### config.mk
export PLATFORM = sky130hd
export DESIGN_NAME = seq_div_4bit
export DESIGN_NICKNAME = d
export VERILOG_FILES = /design/src/rtl/div_pkg.sv /design/src/rtl/cla_sub_stage.sv /design/src/rtl/seq_div_4bit.sv
export SDC_FILE = /design/constraint.sdc
export NUM_CORES = 1
export LEC_CHECK = 0
export BUFFER_PORTS_ARGS = -buffer_cell sky130_fd_sc_hd__buf_2
export CAP_MARGIN = 15
export CORE_ASPECT_RATIO = 0.8
export CORE_UTILIZATION = 58
export DETAILED_ROUTE_END_ITERATION = 10
export PLACE_DENSITY = 0.81
export SLEW_MARGIN = 20
export SYNTH_ARGS = -nofsm -noshare
export SYNTH_HDL_FRONTEND = slang
export SYNTH_SLANG_ARGS = --single-unit
### constraint.sdc
create_clock -name clk -period 3.11 [get_ports clk]
set_clock_uncertainty 0.1 [all_clocks]
set_input_delay 0 -clock clk [delete_from_list [all_inputs] [get_ports clk]]
set_output_delay 0 -clock clk [all_outputs]
set_load 0.005 [all_outputs]
### src/rtl/div_pkg.sv
// Shared definitions for the sequential restoring divider: FSM encoding,
// default operand width and the iteration-counter width helper.
package div_pkg;

  localparam int DIV_WIDTH = 4;

  typedef enum logic [1:0] {
    ST_IDLE = 2'd0,
    ST_CALC = 2'd1,
    ST_DONE = 2'd2
  } div_state_e;

  function automatic int div_cnt_w(input int width);
    return (width > 2) ? $clog2(width) : 1;
  endfunction

endpackage

### src/rtl/cla_sub_stage.sv
// Combinational W-bit subtractor a - b computed as a + ~b + 1, with every
// carry expanded into generate/propagate look-ahead terms.
module cla_sub_stage #(
  parameter int W = 5
) (
  input  logic [W-1:0] a,
  input  logic [W-1:0] b,
  output logic [W-1:0] diff,
  output logic         borrow
);

  logic [W-1:0] g_s;
  logic [W-1:0] p_s;
  logic [W:0]   c_s;

  // Carry into bit i, flattened: g[i-1] | p[i-1]g[i-2] | ... | p[i-1..0]c0, with c0 = 1
  function automatic logic lookahead_carry(input logic [W-1:0] g,
                                           input logic [W-1:0] p,
                                           input int i);
    logic c;
    logic run;
    c   = 1'b0;
    run = 1'b1;
    for (int j = i - 1; j >= 0; j--) begin
      c   = c | (run & g[j]);
      run = run & p[j];
    end
    return c | run;
  endfunction

  assign g_s    = a & ~b;
  assign p_s    = a ^ ~b;
  assign c_s[0] = 1'b1;

  for (genvar i = 1; i <= W; i++) begin : g_carry
    assign c_s[i] = lookahead_carry(g_s, p_s, i);
  end

  assign diff   = p_s ^ c_s[W-1:0];
  assign borrow = ~c_s[W];

endmodule

### src/rtl/seq_div_4bit.sv
// Multi-cycle unsigned restoring divider, one quotient bit per clock.
// Define DIV_ZERO_CHECK_EN to short-cut divide-by-zero and raise div_by_zero.
module seq_div_4bit
  import div_pkg::*;
#(
  parameter int WIDTH = DIV_WIDTH
) (
  input  logic             clk,
  input  logic             rst_n,
  input  logic             start,
  input  logic [WIDTH-1:0] dividend,
  input  logic [WIDTH-1:0] divisor,
  output logic             busy,
  output logic             done,
  output logic [WIDTH-1:0] quotient,
  output logic [WIDTH-1:0] remainder,
  output logic             div_by_zero
);

  localparam int             CW       = div_cnt_w(WIDTH);
  localparam logic [CW-1:0]  CNT_INIT = CW'(WIDTH - 1);
  localparam logic [CW-1:0]  CNT_ONE  = CW'(1);

  div_state_e       state_q, state_d;
  logic [CW-1:0]    cnt_q, cnt_d;
  logic [WIDTH-1:0] q_q, q_d;
  logic [WIDTH-1:0] v_q, v_d;
  logic [WIDTH-1:0] r_q, r_d;
  logic             busy_q, busy_d;
  logic             done_q, done_d;
  logic [WIDTH-1:0] quot_q, quot_d;
  logic [WIDTH-1:0] rem_q, rem_d;
  logic [WIDTH:0]   r_shift_s;
  logic [WIDTH:0]   t_s;
  logic             borrow_s;
  logic             no_borrow_s;

  assign r_shift_s = {r_q, q_q[WIDTH-1]};

  cla_sub_stage #(.W(WIDTH + 1)) u_sub (
    .a      (r_shift_s),
    .b      ({1'b0, v_q}),
    .diff   (t_s),
    .borrow (borrow_s)
  );

  // The stored remainder stays below the divisor, so a borrow-out and a set guard bit both mean "restore"
  assign no_borrow_s = ~borrow_s & ~t_s[WIDTH];

`ifdef DIV_ZERO_CHECK_EN
  logic dbz_q, dbz_d;
`endif

  // Next-state, datapath iteration and registered-output updates
  always_comb begin
    state_d = state_q;
    cnt_d   = cnt_q;
    q_d     = q_q;
    v_d     = v_q;
    r_d     = r_q;
    busy_d  = 1'b0;
    done_d  = 1'b0;
    quot_d  = quot_q;
    rem_d   = rem_q;
`ifdef DIV_ZERO_CHECK_EN
    dbz_d   = dbz_q;
`endif
    case (state_q)
      ST_IDLE, ST_DONE: begin
        if (start) begin
          q_d   = dividend;
          v_d   = divisor;
          r_d   = {WIDTH{1'b0}};
          cnt_d = CNT_INIT;
`ifdef DIV_ZERO_CHECK_EN
          if (divisor == {WIDTH{1'b0}}) begin
            state_d = ST_DONE;
            done_d  = 1'b1;
            quot_d  = {WIDTH{1'b1}};
            rem_d   = dividend;
            dbz_d   = 1'b1;
          end else begin
            state_d = ST_CALC;
            busy_d  = 1'b1;
          end
`else
          state_d = ST_CALC;
          busy_d  = 1'b1;
`endif
        end else begin
          state_d = ST_IDLE;
        end
      end
      ST_CALC: begin
        q_d = {q_q[WIDTH-2:0], no_borrow_s};
        r_d = no_borrow_s ? t_s[WIDTH-1:0] : r_shift_s[WIDTH-1:0];
        if (cnt_q == {CW{1'b0}}) begin
          state_d = ST_DONE;
          done_d  = 1'b1;
          quot_d  = q_d;
          rem_d   = r_d;
`ifdef DIV_ZERO_CHECK_EN
          dbz_d   = 1'b0;
`endif
        end else begin
          cnt_d  = cnt_q - CNT_ONE;
          busy_d = 1'b1;
        end
      end
      default: begin
        state_d = ST_IDLE;
      end
    endcase
  end

  // State, datapath and output registers
  always_ff @(posedge clk or negedge rst_n) begin
    if (!rst_n) begin
      state_q <= ST_IDLE;
      cnt_q   <= {CW{1'b0}};
      q_q     <= {WIDTH{1'b0}};
      v_q     <= {WIDTH{1'b0}};
      r_q     <= {WIDTH{1'b0}};
      busy_q  <= 1'b0;
      done_q  <= 1'b0;
      quot_q  <= {WIDTH{1'b0}};
      rem_q   <= {WIDTH{1'b0}};
    end else begin
      state_q <= state_d;
      cnt_q   <= cnt_d;
      q_q     <= q_d;
      v_q     <= v_d;
      r_q     <= r_d;
      busy_q  <= busy_d;
      done_q  <= done_d;
      quot_q  <= quot_d;
      rem_q   <= rem_d;
    end
  end

`ifdef DIV_ZERO_CHECK_EN
  // Divide-by-zero flag register
  always_ff @(posedge clk or negedge rst_n) begin
    if (!rst_n) begin
      dbz_q <= 1'b0;
    end else begin
      dbz_q <= dbz_d;
    end
  end

  assign div_by_zero = dbz_q;
`else
  assign div_by_zero = 1'b0;
`endif

  assign busy      = busy_q;
  assign done      = done_q;
  assign quotient  = quot_q;
  assign remainder = rem_q;

endmodule

Word-level counts from Yosys, hierarchy flattened
Index checks and enable logic that the tools add are counted.
{ "totals": {"ff_bits": 26} }
{ "classes": {"n_addsub": 1, "n_eq_ne": 5, "muxes": 16, "n_bitwise": 41, "n_reduce_logical": 8} }
{ "op_table": {"columns": ["operator", "n"], "rows": [
  ["AND 1 bit", 21],
  ["case mux 4 bit (2 select lines)", 2],
  ["OR 1 bit", 15],
  ["2-to-1 mux 4 bit", 3],
  ["bitwise XOR 5 bit", 2],
  ["case mux 2 bit (2 select lines)", 2],
  ["2-to-1 mux 2 bit", 3],
  ["inequality test 2 bit, second input constant", 3],
  ["AND reduction 2 bit", 3],
  ["AND 5 bit", 1],
  ["2-to-1 mux 1 bit", 5],
  ["inverter 4 -> 5 bit", 1],
  ["logical NOT 2 bit", 2],
  ["AND reduction 3 bit", 1],
  ["== test 2 x 1 -> 1 bit, second input constant", 1],
  ["== test 2 bit, second input constant", 1],
  ["case mux 1 bit (2 select lines)", 1],
  ["nonzero test 2 bit", 1],
  ["OR reduction 2 bit", 1],
  ["subtractor 2 x 1 -> 2 bit, second input constant", 1],
  ["inverter 1 bit", 1]
]} }

Logic depth before layout (Yosys ltp)
{ "logic_depth": {"ltp_word": 12, "mapped_depth": 7} }

By module
A second synthesis with hierarchy kept.
{ "unflattened": {"hier_cells": 113, "area_unflattened_um2": 1271.2} }
{ "modules_own_cells": {"columns": ["mod", "instances", "cells_per_inst", "area_per_inst_um2"], "rows": [
  ["seq_div_4bit", 1, 85, 1063.5],
  ["cla_sub_stage", 1, 28, 207.7]
]} }

Worst setup path after synthesis
OpenSTA, ideal clock, no wires.
{ "synth_path": {"path_kind": "reg-to-reg", "start": "register r_q[1]", "end": "register rem_q[0] (netlist: remainder[0])", "setup_ns": 0.077, "t_arrival_ns": 1.898, "required_ns": 2.933, "slack_ns": 1.035, "path_stages_with_launch": 7, "synth_period_minus_slack_ns": 2.075, "path_cell_list": "dfrtp_1 -> ha_1 -> or3_2 -> o221a_4 -> xnor2_4 -> mux2_4 -> o21ai_1"} }
{ "synth_via": {"elab_chain_cells": 10, "word_cells_on_any_way": 26, "classes_between": "1 x mux; 25 x bitwise"} }
{ "synth_rtl": {"columns": ["element", "line", "source"], "rows": [
  ["start, declared", "seq_div_4bit.sv:28", "logic [WIDTH-1:0] r_q, r_d;"],
  ["start signal, assigned", "seq_div_4bit.sv:123", "r_q <= {WIDTH{1'b0}};"],
  ["start signal, assigned", "seq_div_4bit.sv:133", "r_q <= r_d;"],
  ["AND 5 bit or bitwise XOR 5 bit (tied branches)", "cla_sub_stage.sv:31, cla_sub_stage.sv:32", null],
  ["AND 1 bit (on tied branches)", "cla_sub_stage.sv:25, cla_sub_stage.sv:26", null],
  ["OR 1 bit, or another cell as far along", "cla_sub_stage.sv:25", "c = c | (run & g[j]);"],
  ["OR 1 bit or AND 1 bit (tied branches)", "cla_sub_stage.sv:25", null],
  ["OR 1 bit", "cla_sub_stage.sv:25", null],
  ["OR 1 bit", "cla_sub_stage.sv:28", "return c | run;"],
  ["bitwise XOR 5 bit", "cla_sub_stage.sv:39", "assign diff = p_s ^ c_s[W-1:0];"],
  ["inverter 1 bit", "seq_div_4bit.sv:48", "assign no_borrow_s = ~borrow_s & ~t_s[WIDTH];"],
  ["AND 1 bit (*)", "seq_div_4bit.sv:48", null],
  ["2-to-1 mux 4 bit (*)", "seq_div_4bit.sv:96", "r_d = no_borrow_s ? t_s[WIDTH-1:0] : r_shift_s[WIDTH-1:0];"],
  ["end signal, assigned", "seq_div_4bit.sv:127", "rem_q <= {WIDTH{1'b0}};"],
  ["end signal, assigned", "seq_div_4bit.sv:137", "rem_q <= rem_d;"],
  ["end, declared", "seq_div_4bit.sv:32", "logic [WIDTH-1:0] rem_q, rem_d;"]
]} }
Every way passes the cells marked *; elsewhere a longest branch is shown, timed or not.
A chain may end at the register's enable or synchronous reset.

Worst setup path in the final report
Same ends and word-level chain as after synthesis.

==> impl_metrics.env <==
export IMPL_status="complete, no violations"
export IMPL_ys_ff_latch=26
export IMPL_die_h_um=43.2
export IMPL_path_max_fanout=5
export IMPL_ys_seq_area_share_pct=52.8
export IMPL_syn_to_final_growth_pct=20.9
export IMPL_drt_total_wl_um=2410
export IMPL_die_w_um=53.5
export IMPL_synth_edf_count=0
export IMPL_worst_pin_slew_ns=0.557
export IMPL_synthCells=117
export IMPL_postLayoutCoreUtil_pct=76.6
export IMPL_start_util_pct=63.3
export IMPL_yosys_most_used_dff="dfrtp_1"
export IMPL_grt_max_degree=27
export IMPL_cts_sinks=26
export IMPL_p_leak_uw=0.000746
export IMPL_first_iter_violations=20
export IMPL_report_final_hold_viol_count=0
export IMPL_maxCapViolCount=0
export IMPL_setup_violations=0
export IMPL_wl_per_cell_um=14.2
export IMPL_synth_top_area_cell="dfrtp_1"
export IMPL_async_flop_share_pct=100
export IMPL_numPortBuffers=20
export IMPL_hpwl_um=1600
export IMPL_yosysTopAreaCellShare_pct=52.8
export IMPL_htreeDepth=1
export IMPL_gp_congestion=0.820
export IMPL_yosysMostFrequentCell="dfrtp_1"
export IMPL_nFillCells=130
export IMPL_insertedDiodeCount=0
export IMPL_period_needed_ns=2.21
export IMPL_max_stage_delay_ns=0.47
export IMPL_crit_family="simple AND/OR/NAND/NOR gates"
export IMPL_startpoint_type="register"
export IMPL_criticalPathCategory="register to register"
export IMPL_crit_arrival_ns=2.38
export IMPL_io_pins=22
export IMPL_dr_pass1_iters=4
export IMPL_drc=0
export IMPL_cp_num_buf_inv=0
export IMPL_rsz0062_at_grt="false"
export IMPL_fp_row_count=14
export IMPL_clockBufferDepth=2
export IMPL_dieArea_um2=2310
export IMPL_slew_headroom_pct=62.9
export IMPL_clkLatencyLatePin_ns=0.33
export IMPL_grt_use_total_pct=25.6
export IMPL_core_area_um2=1940
export IMPL_viasPerCell=5.46
export IMPL_cp_slowest_cell="or3_2"
export IMPL_yosys_cell_types_count=28
export IMPL_finalNetCount=164
export IMPL_max_freq_mhz=452
export IMPL_power_density_nw_per_um2=1180
export IMPL_grt_pass1_wl_um=4080
export IMPL_synth_area_leaders="dfrtp_1 53%, ha_1 6.1%, nand2_1 5.5%"
export IMPL_post_route_period_util_pct=71.1
export IMPL_synth_area_um2=1230
export IMPL_avgSynthCellArea_um2=10.5
export IMPL_maxSlewViolCount=0
export IMPL_clk_pin_slew_worst_paths_ns=0.15
export IMPL_grt_pass1_vias=911
export IMPL_cp_data_required_time_ns=3.27
export IMPL_cts_tree="yes"
export IMPL_overflow=0
export IMPL_vdd_drop_max_v=0.000756
export IMPL_ant_nets=0
export IMPL_syn_nets=134
export IMPL_antenna_found_initial=0
export IMPL_cts_resized=0
export IMPL_min_path_type="input pin to async pin"
export IMPL_layout_drive_gt1_share_pct=23.3
export IMPL_cts_root_buf="clkbuf_4"
export IMPL_vias=929
export IMPL_setup_tns_ns=0
export IMPL_ys_top_cells_by_count="26 x dfrtp_1, 18 x nand2_1, 9 x inv_1, 9 x o21ai_0"
export IMPL_ys_warn_count=0
export IMPL_worst_setup_path_end_kind="register"
export IMPL_crit_chain="ha_1 -> or3_2 -> o221a_4 -> xnor2_4 -> mux2_4 -> o21ai_1"
export IMPL_numCtsBuffers=3
## power by group
part	switching [uW]	internal (uW)
Clock	101	130
Sequential	97.0	495
Combinational	482	450
## cell usage in the layout, fill, tap and decap left out
cell	netlist	routed
xnor2_1	2	2
o21a_1	2	2
o31ai_1	2	2
dfrtp_1	26	26
o41ai_1	1	1
or3_1	1	1
nor2_1	5	5
mux2i_1	4	4
inv_1	9	9
o221a_4	1	1
buf_2	0	20
buf_4	1	1
a22oi_1	1	1
dlygate4sd3_1	0	9
mux2_2	3	3
xnor2_4	1	1
o21ai_0	9	9
a21oi_1	3	3
nand2b_1	1	1
or3_2	1	1
conb_1	1	1
nor3_1	2	2
nor2b_1	3	3
or2_2	2	2
clkbuf_4	0	3
bufinv_16	0	1
ha_1	6	6
o21ai_1	6	6
o211ai_1	1	1
mux2_4	1	1
nand2_1	18	18
## registers in the layout (all words and copies together) (netlist names)
name       count
q_q            4
quotient       4
r_q            4
remainder      4
v_q            4
cnt_q          2
state_q        2
busy           1
done           1
## worst paths after layout
path                                      start                       end  slack [ns]  cells past startpoint
max                          r_q[1]$_DFFE_PN0P_  remainder[0]$_DFFE_PN0P_        0.90                      6
min                                       rst_n   quotient[1]$_DFFE_PN0P_        0.09                      2
max reg2reg                  r_q[1]$_DFFE_PN0P_  remainder[0]$_DFFE_PN0P_        0.90                      6
min reg2reg                cnt_q[0]$_DFFE_PN0P_      cnt_q[0]$_DFFE_PN0P_        0.39                      1
max in group asynchronous                 rst_n        v_q[1]$_DFFE_PN0P_        2.44                      2
min in group clk                          start        q_q[1]$_DFFE_PN0P_        0.10                      4
## worst register-to-register path, cell delays in order (launching register included)
cell and delay [ns]:
dfrtp_1 0.43, ha_1 0.33, or3_2 0.47, o221a_4 0.15, xnor2_4 0.21, mux2_4 0.33
o21ai_1 0.12
## cell families (layout without fill, tap and decap cells)
kind of cell	after synthesis	in the layout	synth area share (%)
compound gates	26	26	13.3
xor+xnor	3	3	3.66
fa+ha+maj	6	6	6.10
flops	26	26	52.8
other cells	1	1	0.305
mux	8	8	7.22
buf+inv	14	43	4.57
simple gates	33	33	12.0
## repair_timing
item                                    4_1_cts  5_1_grt
endpoints found under the setup margin        0        0
hold buffers                                  9        0
endpoints found under the hold margin        34        0
buffers inserted                              0        0
## area by class of cell
cell class / count / area, um^2 / share of cell area, %
sequential: 26 / 651 / 43.7
multi-input combinational: 77 / 524 / 35.2
timing repair buffer: 30 / 198 / 13.3
inverter: 9 / 33.8 / 2.27
clock inverter: 1 / 30.0 / 2.02
tap: 24 / 30.0 / 2.02
clock buffer: 3 / 22.5 / 1.51
## routing by layer
layer,track usage [%],vias to the layer above,share of wire (%)
li1,-,448,-
met1,32.9,450,45
met2,42.5,29,50
met3,7.53,2,4.4
met4,4.74,0,0.33
met5,0,-,0
## per-stage QoR
| stage | hold WS, ns | area (um^2) | total power (uW) | std cells | setup slack (ns) |
|---|---|---|---|---|---|
| 6_report | 0.0857 | 1490 | 1750 | 170 | 0.898 |
| 4_1_cts | 0.0777 | 1490 | 1750 | 170 | 0.902 |
| 3_5_place_dp | -0.0809 | 1350 | 1510 | 157 | 0.934 |
| 3_3_place_gp | -0.0829 | 1350 | 1450 | 157 | 0.997 |
| 2_1_floorplan | -0.396 | 1230 | 1300 | 117 | 1.04 |
| 5_1_grt | 0.117 | 1490 | 1880 | 170 | 0.804 |
(Power assumes the default switching activity.)
